--- src/rtl/bg_pkg.sv ---
// ============================================================================
// bg_pkg : shared types and constants for the banded background controller
// Revision: 1.0
// ============================================================================
`default_nettype none

package bg_pkg;

  typedef enum logic [1:0] {
    NORMAL   = 2'd0,
    FLASH    = 2'd1,
    GAMEOVER = 2'd2
  } scene_state_t;

  localparam logic [7:0] FLASH_COLOR    = 8'hFF;
  localparam logic [7:0] GAMEOVER_COLOR = 8'hE0;

  // Index 0 holds band 1's top line / band 0's colour.
  localparam logic [2:0][10:0] DEF_TOPS   = {11'd420, 11'd400, 11'd200};
  localparam logic [3:0][7:0]  DEF_COLORS = {8'hEE, 8'hAE, 8'h0E, 8'h3E};

  localparam logic [2:0] ADDR_COLOR0  = 3'd0;
  localparam logic [2:0] ADDR_TOP1    = 3'd4;
  localparam logic [2:0] ADDR_ERR_CLR = 3'd7;

endpackage

`default_nettype wire

--- src/rtl/bg_cfg_regfile.sv ---
// ============================================================================
// bg_cfg_regfile : shadow/active band registers, req/ack write port, commit
// Revision: 1.0
// ============================================================================
`default_nettype none

module bg_cfg_regfile #(
  parameter int FRAME_LAST_Y = 479
) (
  input  logic        clk,
  input  logic        resetN,
  input  logic        startOfFrame,
  input  logic        cfgWrReq,
  input  logic [2:0]  cfgAddr,
  input  logic [10:0] cfgData,
  output logic        cfgWrAck,
  output logic        cfgErr,
  output logic [10:0] bandTop1,
  output logic [10:0] bandTop2,
  output logic [10:0] bandTop3,
  output logic [31:0] colorNext
);
  import bg_pkg::*;

  logic [2:0][10:0] sh_top, act_top, nx_top;
  logic [3:0][7:0]  sh_col, act_col, nx_col;
  logic             wr_en, legal, commit;

  // The shadow seen by the commit already includes a write landing this cycle.
  always_comb begin
    wr_en  = cfgWrReq && !cfgWrAck;
    nx_top = sh_top;
    nx_col = sh_col;
    if (wr_en) begin
      if (!cfgAddr[2])
        nx_col[cfgAddr[1:0]] = cfgData[7:0];
      else if (cfgAddr != ADDR_ERR_CLR)
        nx_top[cfgAddr[1:0]] = cfgData;
    end
    legal     = (nx_top[0] < nx_top[1]) && (nx_top[1] < nx_top[2]) &&
                (nx_top[2] <= 11'(FRAME_LAST_Y));
    commit    = startOfFrame && legal;
    colorNext = commit ? nx_col : act_col;
  end

  always_ff @(posedge clk or negedge resetN) begin
    if (!resetN) begin
      sh_top   <= DEF_TOPS;
      act_top  <= DEF_TOPS;
      sh_col   <= DEF_COLORS;
      act_col  <= DEF_COLORS;
      cfgWrAck <= 1'b0;
      cfgErr   <= 1'b0;
    end else begin
      sh_top   <= nx_top;
      sh_col   <= nx_col;
      cfgWrAck <= wr_en;
      if (commit) begin
        act_top <= nx_top;
        act_col <= nx_col;
      end
      // A rejected commit outranks a simultaneous error clear.
      if (startOfFrame && !legal)
        cfgErr <= 1'b1;
      else if (wr_en && cfgAddr == ADDR_ERR_CLR)
        cfgErr <= 1'b0;
    end
  end

  assign bandTop1 = act_top[0];
  assign bandTop2 = act_top[1];
  assign bandTop3 = act_top[2];

endmodule

`default_nettype wire

--- src/rtl/bg_scene_ctrl.sv ---
// ============================================================================
// bg_scene_ctrl : scene FSM and frame-synchronous band colour override
// Revision: 1.0
// ============================================================================
`default_nettype none

module bg_scene_ctrl #(
  parameter int FLASH_FRAMES = 8,
  parameter int FLASH_PERIOD = 2,
  parameter int FRAME_LAST_Y = 479
) (
  input  logic        clk,
  input  logic        resetN,
  input  logic        startOfFrame,
  input  logic        cfgWrReq,
  input  logic [2:0]  cfgAddr,
  input  logic [10:0] cfgData,
  output logic        cfgWrAck,
  output logic        cfgErr,
  input  logic        hitEvent,
  input  logic        gameOver,
  input  logic        gameRestart,
  output logic [10:0] bandTop1,
  output logic [10:0] bandTop2,
  output logic [10:0] bandTop3,
  output logic [7:0]  bandColor0,
  output logic [7:0]  bandColor1,
  output logic [7:0]  bandColor2,
  output logic [7:0]  bandColor3,
  output logic [1:0]  sceneState
);
  import bg_pkg::*;

  localparam int CW = $clog2(FLASH_FRAMES + 1);
  localparam int PW = $clog2(FLASH_PERIOD + 1);

  scene_state_t    state, nx_state;
  logic [CW-1:0]   cnt, nx_cnt;
  logic [PW-1:0]   ph_cnt, nx_ph_cnt;
  logic            phase, nx_phase;
  logic [31:0]     color_next, col_q, col_d;

  bg_cfg_regfile #(.FRAME_LAST_Y(FRAME_LAST_Y)) u_regfile (
    .clk          (clk),
    .resetN       (resetN),
    .startOfFrame (startOfFrame),
    .cfgWrReq     (cfgWrReq),
    .cfgAddr      (cfgAddr),
    .cfgData      (cfgData),
    .cfgWrAck     (cfgWrAck),
    .cfgErr       (cfgErr),
    .bandTop1     (bandTop1),
    .bandTop2     (bandTop2),
    .bandTop3     (bandTop3),
    .colorNext    (color_next)
  );

  always_ff @(posedge clk or negedge resetN) begin
    if (!resetN) begin
      state  <= NORMAL;
      cnt    <= '0;
      ph_cnt <= '0;
      phase  <= 1'b0;
      col_q  <= DEF_COLORS;
    end else begin
      state  <= nx_state;
      cnt    <= nx_cnt;
      ph_cnt <= nx_ph_cnt;
      phase  <= nx_phase;
      col_q  <= col_d;
    end
  end

  // Events are applied first; a same-cycle frame start then advances the flash.
  always_comb begin
    nx_state  = state;
    nx_cnt    = cnt;
    nx_ph_cnt = ph_cnt;
    nx_phase  = phase;
    if (gameOver) begin
      nx_state = GAMEOVER;
    end else begin
      case (state)
        NORMAL: if (hitEvent) begin
          nx_state  = FLASH;
          nx_cnt    = CW'(FLASH_FRAMES);
          nx_ph_cnt = '0;
          nx_phase  = 1'b1;
        end
        FLASH:    if (hitEvent) nx_cnt = CW'(FLASH_FRAMES);
        GAMEOVER: if (gameRestart) nx_state = NORMAL;
        default:  nx_state = NORMAL;
      endcase
    end
    if (startOfFrame && nx_state == FLASH) begin
      nx_cnt = nx_cnt - CW'(1);
      if (nx_ph_cnt == PW'(FLASH_PERIOD)) begin
        nx_phase  = ~nx_phase;
        nx_ph_cnt = PW'(1);
      end else begin
        nx_ph_cnt = nx_ph_cnt + PW'(1);
      end
      if (nx_cnt == '0) nx_state = NORMAL;
    end
  end

  always_comb begin
    col_d = col_q;
    if (startOfFrame) begin
      case (nx_state)
        GAMEOVER: col_d = {4{GAMEOVER_COLOR}};
        FLASH:    col_d = nx_phase ? {4{FLASH_COLOR}} : color_next;
        default:  col_d = color_next;
      endcase
    end
  end

  assign sceneState = state;
  assign bandColor0 = col_q[7:0];
  assign bandColor1 = col_q[15:8];
  assign bandColor2 = col_q[23:16];
  assign bandColor3 = col_q[31:24];

endmodule

`default_nettype wire

--- config.mk ---
export PLATFORM = sky130hd
export DESIGN_NAME = bg_scene_ctrl
export DESIGN_NICKNAME = d
export VERILOG_FILES = /design/src/rtl/bg_pkg.sv /design/src/rtl/bg_cfg_regfile.sv /design/src/rtl/bg_scene_ctrl.sv
export SDC_FILE = /design/constraint.sdc
export NUM_CORES = 1
export LEC_CHECK = 0
export BUFFER_PORTS_ARGS = -buffer_cell sky130_fd_sc_hd__buf_4
export CELL_PAD_IN_SITES_DETAIL_PLACEMENT = 1
export CELL_PAD_IN_SITES_GLOBAL_PLACEMENT = 1
export CORE_ASPECT_RATIO = 1.4
export CORE_MARGIN = 1
export CORE_UTILIZATION = 45
export DETAILED_ROUTE_END_ITERATION = 8
export PLACE_DENSITY = 0.81
export REMOVE_ABC_BUFFERS = 1
export SLEW_MARGIN = 20
export SYNTH_ARGS = -nofsm -noshare
export SYNTH_HDL_FRONTEND = slang
export SYNTH_SLANG_ARGS = --single-unit
--- constraint.sdc ---
create_clock -name clk -period 4.3 [get_ports clk]
set_input_delay 0.645 -clock clk [delete_from_list [all_inputs] [get_ports clk]]
set_output_delay 0.645 -clock clk [all_outputs]
set_load 0.05 [all_outputs]
==> flow_metrics.py <==
metrics = {
    "cts": {
        "holdBufCountCts": 0,
        "clkLatencyLatePin_ns": 0.43,
        "cts_setup_buffers": 0,
        "clk_pin_slew_ns": 0.06,
        "cts_tree": "done",
        "clockBufferDepth": 2,
        "cts_root_buffer": "clkbuf_16",
        "cts.repair.resized": 0,
        "cts_buffers": 17,
        "htree_levels": 4,
        "cts.sink_count": 173,
    },
    "global_routing": {
        "grt_pass1_vias": 6442,
        "grt-ovfl-total": 0,
        "grt_pass1_wl_um": 34800,
        "antenna_found_initial": 0,
        "gr-usage-all-layers": 0.246,
        "grt_max_degree": 108,
    },
    "logic_synthesis": {
        "syn_area_per_cell_um2": 12.5,
        "synth-simple-area-share": 0.0885,
        "async_flop_share": 1.00,
        "synth_seq_cells": 173,
        "post-synth-top-area-cell": "dfrtp_1",
        "netlist_area_um2": 8240,
        "synth_compound_area_frac": 0.0746,
        "synth_xor_area_frac": 0.00532,
        "synthCells": 661,
        "synth_warnings": 0,
        "synth-edff-count": 0,
        "synth_fa_ha_area_frac": 0.0364,
        "synth_top_cell_area_share": 0.292,
        "muxShareOfSynthArea": 0.227,
        "synthFlopType": "dfrtp_1",
        "synth_cell_types": 53,
        "synthTopCellsByArea": "dfrtp_1, dfstp_2, mux2_2, ha_1, nor2_1",
        "synth_top_family_by_area": "multiplexers",
        "yosysSeqAreaShare": 0.537,
    },
    "critical_path": {
        "crit_fanout": 46,
        "arrival_ns": 4.36,
        "critical_path_class": "reg -> reg",
        "crit_path_end_kind": "flip-flop",
        "start_kind": "flip-flop",
        "cp.required_ns": 4.61,
    },
    "sta": {
        "clock_skew_ns": 0.0111,
        "worst_slew_pin_slew_ns": 1.03,
        "hold_ws_ns": 0.304,
        "finalSetupViolCount": 0,
        "tns_ns": 0,
        "max_freq_mhz": 247,
        "hold_viol_final": 0,
        "min_period_ns": 4.05,
        "slew_headroom": 0.311,
        "rsz0062_at_grt": "false",
        "period_share": 0.942,
        "slew_viol_final": 0,
    },
    "finish": {
        "regArea_um2": 4430,
        "drive_above_1_share": 0.478,
        "area_growth_pct": 18.9,
        "diodes": 0,
        "fin_util": 0.546,
        "fillCellCount": 1862,
        "fin_nets": 794,
        "finish.instance_area_um2": 9800,
        "multi_input_area_um2": 3580,
    },
    "route": {
        "vias_per_cell": 5.64,
        "antenna_left": 0,
        "drc": 0,
        "drt-initial-drc-count": 351,
        "vias": 5651,
        "wl_um": 21600,
        "routedWlPerCell_um": 21.5,
        "first_pass_iters": 4,
    },
    "die": {
        "die_area_um2": 18900,
        "num_rows": 58,
        "start_util": 0.460,
        "die_height_um": 162,
        "die_x_um": 116,
        "core_um2": 17900,
        "ios": 90,
    },
    "placement": {
        "portBuffers": 89,
        "hpwl_um": 14300,
        "postPlaceCellArea_um2": 9160,
        "gp_congestion": 0.824,
    },
    "power_and_ir_drop": {
        "ir_drop_mv": 0.288,
        "power_mw": 7.39,
        "power_density_nw_per_um2": 754,
        "p_leak_nw": 4.44,
    },
    "outcome": {
        "status": "finished clean",
    },
    "job": {
        "cap_violations": 0,
    },
    "hold_path": {
        "hold_path_class": "in -> async",
    },
}
==> flip-flops by register name (all words and copies together), names as in the netlist <==
register and cells:
sceneState 2, phase 1, u_regfile.bandTop1 11, cnt 4
u_regfile.act_col 32, ph_cnt 2, col_q 32, u_regfile.cfgWrAck 1
u_regfile.sh_top 33, u_regfile.bandTop2 11, u_regfile.bandTop3 11, u_regfile.cfgErr 1
u_regfile.sh_col 32
==> through the flow <==
stage	std cells	setup slack, ns
2_1_floorplan	631	-1.53
3_3_place_gp	970	0.232
3_5_place_dp	970	0.0614
4_1_cts	1002	0.267
5_1_grt	1002	0.129
6_report	1002	0.249
==> metal layers <==
metal	track usage	wire length [µm]	vias to the layer above
li1	-	-	2526
met1	0.273	8340	2955
met2	0.453	12000	125
met3	0.0396	577	45
met4	0.109	652	0
met5	0	0	-
==> placed cells by master, fill, tap and decap left out, types with 2 or more instances in the layout <==
master / n
ha_1: 24
nor2_1: 70
buf_4: 97
and2_1: 3
nor3_1: 2
mux2_2: 130
mux2_4: 16
nor4b_1: 2
nand3_1: 6
inv_1: 25
a21oi_1: 48
nand2_1: 17
clkbuf_16: 17
a31oi_1: 2
bufinv_16: 4
o211ai_1: 2
o31ai_1: 3
mux2i_1: 17
clkinv_2: 5
and4_1: 3
dfrtp_1: 96
xnor2_1: 4
nor2b_1: 23
and3_1: 3
dfstp_2: 77
or2_2: 2
nand2b_1: 3
nand3b_1: 2
clkbuf_8: 3
o21ai_0: 2
a221oi_1: 24
==> cell families after synthesis <==
family,count (synthesis)
AO/OA/AOI/OAI,93
XOR/XNOR,5
adder cells (fa/ha/maj),24
buffers and inverters,56
flip-flops,173
multiplexers,163
AND/OR/NAND/NOR,147
==> where the power goes <==
part           total, mW  switching (mW)  internal (mW)
Sequential          2.73           0.341           2.39
Combinational       2.99            1.84           1.16
Clock               1.67           0.649           1.02
==> Yosys cell counts, drive strengths merged (2+ instances only) <==
| cell type | instances |
|---|---|
| nand3b | 2 |
| o31ai | 3 |
| and4 | 3 |
| dfrtp | 96 |
| inv | 26 |
| nor2b | 24 |
| and3 | 3 |
| nor4 | 2 |
| dfstp | 77 |
| a21oi | 48 |
| nand2 | 17 |
| a221oi | 25 |
| mux2 | 146 |
| or2 | 2 |
| nand2b | 3 |
| nor4b | 2 |
| xnor2 | 4 |
| and2 | 4 |
| nand4 | 2 |
| o21ai | 3 |
| mux2i | 17 |
| clkbuf | 14 |
| o211ai | 2 |
| nor2 | 71 |
| nand3 | 6 |
| nor3b | 2 |
| nor3 | 2 |
| a31oi | 2 |
| ha | 24 |
| buf | 16 |
==> critical path, cell delays in order, from the launching register on <==
cell	delay [ns]
dfrtp_1	0.44
nand4bb_1	0.36
nor2_1	0.18
buf_4	0.24
mux2_2	0.39
ha_1	0.34
nand4_1	0.20
nor4_1	0.35
o31ai_1	0.22
nand4_4	0.19
buf_4	0.56
mux2_2	0.42
==> layout make-up <==
class | instances | share of cell area
Multi-Input combinational cell | 432 | 0.365
Clock inverter | 11 | 0.0166
Timing Repair Buffer | 99 | 0.0775
Sequential cell | 173 | 0.452
Inverter | 26 | 0.00996
Tap cell | 240 | 0.0307
Clock buffer | 21 | 0.0480
==> final timing paths <==
path	start	to	slack, ns	cells after the start
max	u_regfile.cfgWrAck	u_regfile.bandTop1[0]	0.25	11
min	resetN	u_regfile.sh_top[8]	0.30	1
max reg2reg	u_regfile.cfgWrAck	u_regfile.bandTop1[0]	0.25	11
min reg2reg	u_regfile.bandTop3[10]	u_regfile.bandTop3[10]	0.50	1
max in group asynchronous	resetN	u_regfile.bandTop1[3]	2.87	2
min in group clk	u_regfile.bandTop3[10]	u_regfile.bandTop3[10]	0.50	1
Power figures use the tool's default switching activity.
